## src/rtl/fix_pkg.sv

```systemverilog
// Shared constants and types for the FIX ingest path: the FIFO word width
// and the SOH field delimiter byte.
package fix_pkg;
  localparam int         FIFO_DW  = 32;
  localparam logic [7:0] SOH_CHAR = 8'h01;

  typedef logic [7:0] fix_byte_t;
endpackage

```

## src/rtl/word_skid_buf.sv

```systemverilog
// Two-entry word buffer (head/tail). Slot 0 is always the oldest word, and
// a push in the same cycle as a pop lands in the slot left free after the shift.
module word_skid_buf
  import fix_pkg::FIFO_DW;
#(
  parameter int W = FIFO_DW
) (
  input  logic         clk,
  input  logic         rst,
  input  logic         clr,
  input  logic         push,
  input  logic [W-1:0] din,
  input  logic         pop,
  output logic [W-1:0] head,
  output logic [1:0]   occ
);
  logic [W-1:0] tail;
  logic [1:0]   base;

  // Occupancy seen by the incoming word once this cycle's pop has shifted.
  assign base = occ - {1'b0, pop};

  always_ff @(posedge clk or posedge rst) begin
    if (rst) begin
      head <= '0;
      tail <= '0;
      occ  <= '0;
    end else if (clr) begin
      occ <= '0;
    end else begin
      if (pop)                   head <= tail;
      if (push && base == 2'd0)  head <= din;
      if (push && base == 2'd1)  tail <= din;
      occ <= occ + {1'b0, push} - {1'b0, pop};
    end
  end
endmodule

```

## src/rtl/fifo_byte_reader.sv

```systemverilog
// FIFO read-side consumer: pops 32-bit words, absorbs the RAM read latency
// and streams them out MSB byte first with SOH tagging.
module fifo_byte_reader
  import fix_pkg::fix_byte_t;
  import fix_pkg::FIFO_DW;
#(
  parameter int        DATA_WIDTH = FIFO_DW,
  parameter int        BYTES      = DATA_WIDTH / 8,
  parameter fix_byte_t SOH_CHAR   = fix_pkg::SOH_CHAR
) (
  input  logic                  clk,
  input  logic                  rst,
  input  logic                  fifo_empty_i,
  input  logic [DATA_WIDTH-1:0] fifo_data_i,
  output logic                  fifo_rd_cs_o,
  output logic                  fifo_rd_en_o,
  input  logic                  flush_i,
  output logic [7:0]            byte_o,
  output logic                  byte_valid_o,
  input  logic                  byte_ready_i,
  output logic                  soh_o,
  output logic [15:0]           word_cnt_o
);
  localparam int             IW      = (BYTES > 1) ? $clog2(BYTES) : 1;
  localparam logic [IW-1:0]  IDX_TOP = IW'(BYTES - 1);

  logic                  rd_inflight;
  logic [IW-1:0]         idx;
  logic [1:0]            occ;
  logic [DATA_WIDTH-1:0] head;
  logic                  capture;
  logic                  accept;
  logic                  retire;
  fix_byte_t             lane;

  // One read in flight at most, so reads are never back-to-back and the
  // lagging FIFO empty flag can never cause an underflow.
  assign fifo_rd_en_o = !rst && !fifo_empty_i && !rd_inflight && !flush_i &&
                        ((occ + {1'b0, rd_inflight}) < 2'd2);
  assign fifo_rd_cs_o = fifo_rd_en_o;

  assign capture      = rd_inflight && !flush_i;
  assign byte_valid_o = (occ != 2'd0);
  assign accept       = byte_valid_o && byte_ready_i && !flush_i;
  assign retire       = accept && (idx == '0);

  assign lane   = head[8*idx +: 8];
  assign byte_o = byte_valid_o ? lane : 8'h00;
  assign soh_o  = byte_valid_o && (byte_o == SOH_CHAR);

  word_skid_buf #(.W(DATA_WIDTH)) u_buf (
    .clk  (clk),
    .rst  (rst),
    .clr  (flush_i),
    .push (capture),
    .din  (fifo_data_i),
    .pop  (retire),
    .head (head),
    .occ  (occ)
  );

  always_ff @(posedge clk or posedge rst) begin
    if (rst) begin
      rd_inflight <= 1'b0;
      idx         <= IDX_TOP;
      word_cnt_o  <= '0;
    end else begin
      // A flush suppresses the read strobe, so this also drops the pending return.
      rd_inflight <= fifo_rd_en_o;
      if (flush_i) begin
        idx        <= IDX_TOP;
        word_cnt_o <= '0;
      end else begin
        if (capture) word_cnt_o <= word_cnt_o + 16'd1;
        if (accept)  idx <= (idx == '0) ? IDX_TOP : idx - 1'b1;
      end
    end
  end
endmodule

```

## config.mk

```make
export PLATFORM = sky130hd
export DESIGN_NAME = fifo_byte_reader
export DESIGN_NICKNAME = d
export VERILOG_FILES = /design/src/rtl/fix_pkg.sv /design/src/rtl/word_skid_buf.sv /design/src/rtl/fifo_byte_reader.sv
export SDC_FILE = /design/constraint.sdc
export NUM_CORES = 1
export LEC_CHECK = 0
export ABC_AREA = 1
export CAP_MARGIN = 20
export CORE_UTILIZATION = 45
export CTS_CLUSTER_SIZE = 25
export DETAILED_ROUTE_END_ITERATION = 6
export PLACE_DENSITY = 0.67
export SYNTH_ARGS = -nofsm -noshare
export SYNTH_HDL_FRONTEND = slang
export SYNTH_SLANG_ARGS = --single-unit
export TNS_END_PERCENT = 30
```

## constraint.sdc

```tcl
create_clock -name clk -period 9.16 [get_ports clk]
set_clock_uncertainty 0.2 [all_clocks]
set_input_delay 1.832 -clock clk [delete_from_list [all_inputs] [get_ports clk]]
set_output_delay 1.832 -clock clk [all_outputs]
set_load 0.05 [all_outputs]
```

==> impl_metrics.yaml, run 1 <==
floorplan:
  initial_utilization_pct: 47.3
  core_mm2: 0.00995
  die_x_um: 104
  num_rows: 36
  die_area_mm2: 0.0109
  io_pins: 65
  dieHeight_um: 104
worst_setup_path:
  timing_worst_setup_path_type: "in -> out"
  critPathLaunchType: "input pin"
  cp.arrival_ns: 4.11
  cp_max_fo: 7
  critPathTopFamily: "buffers and inverters"
  worst_path_max_delay_cell: "clkdlybuf4s50_1"
  worst_setup_path_end_kind: "primary output"
  cp_cell_sequence: "clkdlybuf4s50_1, nor2_1, inv_1, nor4_1, clkdlybuf4s50_1"
  cp.buffers_inverters: 3
  cp_data_required_time_ns: 7.13
  cp_common_cell: "clkdlybuf4s50_1"
  critPathMaxStageDelay_ns: 0.90
synth:
  synth-edff-count: 0
  synth_area_mm2: 0.00471
  yosysWarningCount: 0
  ys_types: 32
  synth_area_per_cell_um2: 7.27
  ys_seq_elements: 85
  synth-seq-area-share_pct: 45.2
  synth_area_leaders: "dfrtp_1, nand2_1, nor2_1, inv_1, o211ai_1"
  synth.top_cells.by_count: "nand2_1, nor2_1, inv_1, dfrtp_1, nand3_1"
  synthArstFlopShare_pct: 100
  synth_top_cell_area_share_pct: 44.1
  syn_nets: 688
  syn_inst: 648
  yosys.area.top_type: "dfrtp_1"
  post-synth-top-count-cell: "nand2_1"
  synth_flop_cell: "dfrtp_1"
clock_tree:
  hold_buffers: 0
  root_buffer: "clkbuf_8"
  cts_tree: "built"
  cts.clk_slew.worst_paths_ns: 0.08
  cts_buffer_depth: 2
  cts_made_buffers: 9
  ctsResizeCount: 0
  htree_levels: 3
  cts_setup_buffers: 0
  clk_latency_ns: 0.35
  clock-sinks: 85
pwr:
  p_clk_share_pct: 30.7
  ir_worst_vdd_v: 0.0000657
  internal_power_uw: 643
  leakagePower_uw: 0.00280
  power.net_switching_uw: 257
  switching_share_pct: 28.5
  combPwrFrac_pct: 17.4
  p_per_area_mw_per_mm2: 160
  total_power_uw: 899
  seqPwrFrac_pct: 52.0
drt:
  finalWirelength_mm: 11.5
  drtPass1Iterations: 4
  vias: 4291
  via_per_inst: 5.19
  wl_per_cell_um: 13.9
  drc: 0
  ant_nets: 0
  initialDrtViolationCount: 201
timing:
  rsz0062_at_grt: "no"
  fin_tns_setup_ns: 0
  worst_pin_slew_ns: 1.04
  timing.hold.ws_ns: 0.277
  timing_hold_violations_final: 0
  finalSetupViolations: 0
  clock.fmax_ghz: 0.163
  drv_slew: 0
  post-route-period-util_pct: 67.1
  finalWorstSetupSlack_ns: 3.02
  min_period_ns: 6.14
  slew_headroom_pct: 30.8
cells_and_area:
  drive_above_1_share_pct: 4.91
  utilization_pct: 56.3
  antennaDiodeCount: 0
  syn2layout_area_growth_pct: 18.9
  final_nets: 730
job:
  cap_viol_max_count: 0
place:
  dpl_worst_slack_ns: 3.03
  post-dp-hpwl_mm: 7.69
  io_buffers: 64
  place.gp.congestion: 0.858
grt:
  antenna_found_initial: 0
  grt_pass1_wl_mm: 19.8
  grt_pass1_vias: 4195
  gr-usage-all-layers_pct: 22.2
  grt.overflow.total: 0
  grt_max_degree: 86
run_status:
  run_status: "finished clean"
min_path:
  hp-class: "reg -> reg"
==> worst paths after layout <==
kind	start	end	slack, ns	depth (start not counted)
setup / recovery	flush_i	fifo_rd_cs_o	3.02	5
hold / removal	u_buf.tail[28]	u_buf.tail[28]	0.28	2
setup reg to reg	idx[0]	u_buf.tail[14]	5.63	8
hold reg to reg	u_buf.tail[28]	u_buf.tail[28]	0.28	2
max in group asynchronous	rst	idx[0]	6.44	4
min in group asynchronous	rst	u_buf.tail[9]	1.66	3
==> cells in the final DEF, fill, tap and decap left out, types with 2 or more instances in the layout <==
cell | synthesis | final
inv_1 | 91 | 90
nand2_1 | 158 | 158
nor2_1 | 106 | 106
clkdlybuf4s50_1 | 0 | 64
ha_1 | 3 | 3
o211ai_1 | 32 | 32
buf_4 | 7 | 4
o21ai_0 | 17 | 17
dfrtp_1 | 83 | 83
a21oi_1 | 17 | 17
nor3_1 | 6 | 6
nor2_2 | 2 | 2
clkbuf_8 | 0 | 12
dfstp_2 | 2 | 2
inv_2 | 3 | 3
nand4_1 | 32 | 32
nand3_1 | 43 | 43
==> state kept, by name (all words and copies together), names as in the netlist <==
| signal | flops |
|---|---|
| u_buf.head | 32 |
| rd_inflight | 1 |
| word_cnt_o | 16 |
| idx | 2 |
| u_buf.tail | 32 |
| u_buf.occ | 2 |
==> through the flow <==
step | instances | cell area, um2
after detailed placement | 811 | 5380
after floorplan | 648 | 4710
final | 826 | 5600
after global routing | 826 | 5600
after global placement | 810 | 5360
after CTS | 825 | 5580
==> area by class of cell <==
type,count,area [um2]
Clock buffer,13,169
Fill cell,966,4350
Timing Repair Buffer,70,713
Clock inverter,1,30.0
Tap cell,133,166
Multi-Input combinational cell,430,2040
Inverter,94,354
Sequential cell,85,2130
==> kinds of logic (layout without fill, tap and decap cells) <==
kind of cell	after synthesis	after routing	share of synthesized area, %
flip-flops	85	85	45.2
adder cells (fa/ha/maj)	3	3	0.796
buffers and inverters	133	178	11.5
AO/OA/AOI/OAI	74	74	10.2
AND/OR/NAND/NOR	353	353	32.3
==> layer usage <==
metal / part of all wire (%) / track usage (%)
met2: 47 / 35.3
met1: 48 / 30.9
met3: 3.7 / 2.76
met4: 1.1 / 7.96
met5: 0 / 0
==> worst reg2reg max path, delay by kind of cell, from the launching register on <==
kind | cells | cell delay [ns]
fa+ha+maj | 1 | 0.39
simple gates | 4 | 1.02
flops | 1 | 0.71
buf+inv | 2 | 0.61
compound gates | 1 | 0.48
==> power groups by stage <==
stage / sequential, uW / clock [uW] / combinational [uW]
6_report: 467 / 276 / 156
4_1_cts: 467 / 282 / 156
5_1_grt: 475 / 294 / 180
3_5_place_dp: 474 / 0 / 156
3_3_place_gp: 473 / 0 / 152
2_1_floorplan: 471 / 0 / 104
No activity file was read; power rests on OpenSTA's default activity.
==> run 2: changes to the inputs <==
Clock period 9.16 ns to 6.2 ns, I/O delays scaled along.
==> run 2 against run 1 <==
Critical path depth stayed put; sequential share of layout area increased by 0.19 points; via count fell by 0.35%; core utilization shrank 0.28 points; first-iteration DRC count down 24%; final cell count increased by 0.12%; worst setup slack got worse by 1.7 ns; worst hold slack worse by 0.0017 ns.
==> impl_metrics.yaml, run 2 (synthesis gave the netlist of run 1 again) <==
run_status:
  run_status: "finished clean"
pwr:
  p_per_area_mw_per_mm2: 242
  ir_worst_vdd_v: 0.000123
  leakagePower_uw: 0.00279
clock_tree:
  cts_setup_buffers: 0
  ctsResizeCount: 0
  cts.clk_slew.worst_paths_ns: 0.08
  root_buffer: "clkbuf_8"
  cts_tree: "built"
  cts_made_buffers: 9
  cts_buffer_depth: 2
  hold_buffers: 0
  clk_latency_ns: 0.37
  htree_levels: 3
  clock-sinks: 85
timing:
  min_period_ns: 4.90
  rsz0062_at_grt: "no"
  timing_hold_violations_final: 0
  clock.fmax_ghz: 0.204
  timing.hold.ws_ns: 0.276
  drv_slew: 0
  fin_tns_setup_ns: 0
  worst_pin_slew_ns: 1.02
  post-route-period-util_pct: 79.0
  finalSetupViolations: 0
  slew_headroom_pct: 32.1
worst_setup_path:
  critPathLaunchType: "input pin"
  cp.arrival_ns: 3.46
  worst_path_max_delay_cell: "clkdlybuf4s50_1"
  critPathTopFamily: "buffers and inverters"
  setup.worst_path.start: "flush_i"
  cp_max_fo: 7
  worst_setup_path_end_kind: "primary output"
  setup.worst_path.end: "fifo_rd_en_o"
  cp_data_required_time_ns: 4.76
  cp_common_cell: "clkdlybuf4s50_1"
  cp_cell_sequence: "clkdlybuf4s50_1, nor2_1, inv_1, nor4_1, clkdlybuf4s50_1"
  reg2reg_slack_ns: 2.56
  r2r_end: "u_buf.tail[5]"
  timing_worst_setup_path_type: "in -> out"
  cp.depth: 5
  cp.buffers_inverters: 3
  r2r-start: "idx[0]"
  r2r_cells: 8
  critPathMaxStageDelay_ns: 0.89
floorplan:
  num_rows: 36
  die_area_mm2: 0.0109
  dieHeight_um: 104
  io_pins: 65
  core_mm2: 0.00995
  initial_utilization_pct: 47.3
  die_x_um: 104
min_path:
  hp-class: "reg -> reg"
grt:
  grt_pass1_vias: 4151
  gr-usage-all-layers_pct: 22.5
  grt_max_degree: 45
  grt.overflow.total: 0
  grt_pass1_wl_mm: 19.9
  antenna_found_initial: 0
cells_and_area:
  final_cell_mix: "nand2_1, nor2_1, inv_1, dfrtp_1, clkdlybuf4s50_1"
  drive_above_1_share_pct: 4.90
  reg_top3: "u_buf.head x32, u_buf.tail x32, word_cnt_o x16"
  antennaDiodeCount: 0
  fillers: 968
  syn2layout_area_growth_pct: 18.3
  final_nets: 729
  final_common_cell: "nand2_1"
  utilization_pct: 56.0
drt:
  vias: 4276
  drtPass1Iterations: 5
  drc: 0
  wl_per_cell_um: 13.8
  finalWirelength_mm: 11.4
  via_per_inst: 5.17
  ant_nets: 0
  initialDrtViolationCount: 152
place:
  io_buffers: 64
  place.gp.congestion: 0.863
  post-dp-hpwl_mm: 7.70
job:
  cap_viol_max_count: 0
-- run 2: changes by cell type in the layout (fill, tap and decap cells not counted) --
cell	delta
buf_16	-1
buf_4	+1
buf_8	-1
bufinv_16	+1
clkbuf_1	+1
clkbuf_8	-3
clkinv_2	+3
-- run 2: metrics by stage --
stage | std cells | worst slack (ns) | instance area [um2] | power (uW)
global route | 827 | 1.11 | 5580 | 1420
finish | 827 | 1.30 | 5580 | 1350
floorplan | 648 | 1.12 | 4710 | 849
CTS | 827 | 1.30 | 5580 | 1360
detailed placement | 811 | 1.30 | 5370 | 932
global placement | 811 | 1.38 | 5370 | 924
-- run 2: where the power goes --
part	internal, uW	switching (uW)	total, uW	leakage, uW
Combinational	92.4	136	228	0.00163
Sequential	639	52.0	691	0.00105
Clock	225	203	428	0.000107
-- run 2: how the worst min path moves through the flow --
stage          cells after the start      startpoint  slack [ns]        endpoint
2_1_floorplan                      2   u_buf.tail[0]        0.24   u_buf.tail[0]
3_3_place_gp                       2  u_buf.tail[22]        0.25  u_buf.tail[22]
3_5_place_dp                       2  u_buf.tail[21]        0.26  u_buf.tail[21]
4_1_cts                            2  u_buf.tail[21]        0.28  u_buf.tail[21]
5_1_grt                            2  u_buf.tail[29]        0.30  u_buf.tail[29]
6_report                           2  u_buf.tail[25]        0.28  u_buf.tail[25]
-- run 2: cell type report --
cell class              instances  area [um2]  share of cell area (%)
clock inverters                 5        75.1                    1.35
flip-flops and latches         85        2130                    38.2
inverters                      94         354                    6.35
clock buffers                  11         131                    2.36
repair buffers                 69         678                    12.2
multi-input cells             430        2040                    36.6
well taps                     133         166                    2.98
-- run 2: layer usage --
metal	track usage, %	part of all wire (%)
met3	3.38	4.2
met1	30.0	46
met4	7.86	1.5
met2	37.3	48
met5	0	0
-- run 2: worst reg2reg max path, stage by stage, from the launching register on --
cell	delay [ns]
dfstp_2	0.72
inv_1	0.35
ha_1	0.39
a31o_1	0.50
buf_4	0.34
nand2_1	0.13
nand3_2	0.59
nand2_1	0.23
nand2_1	0.07
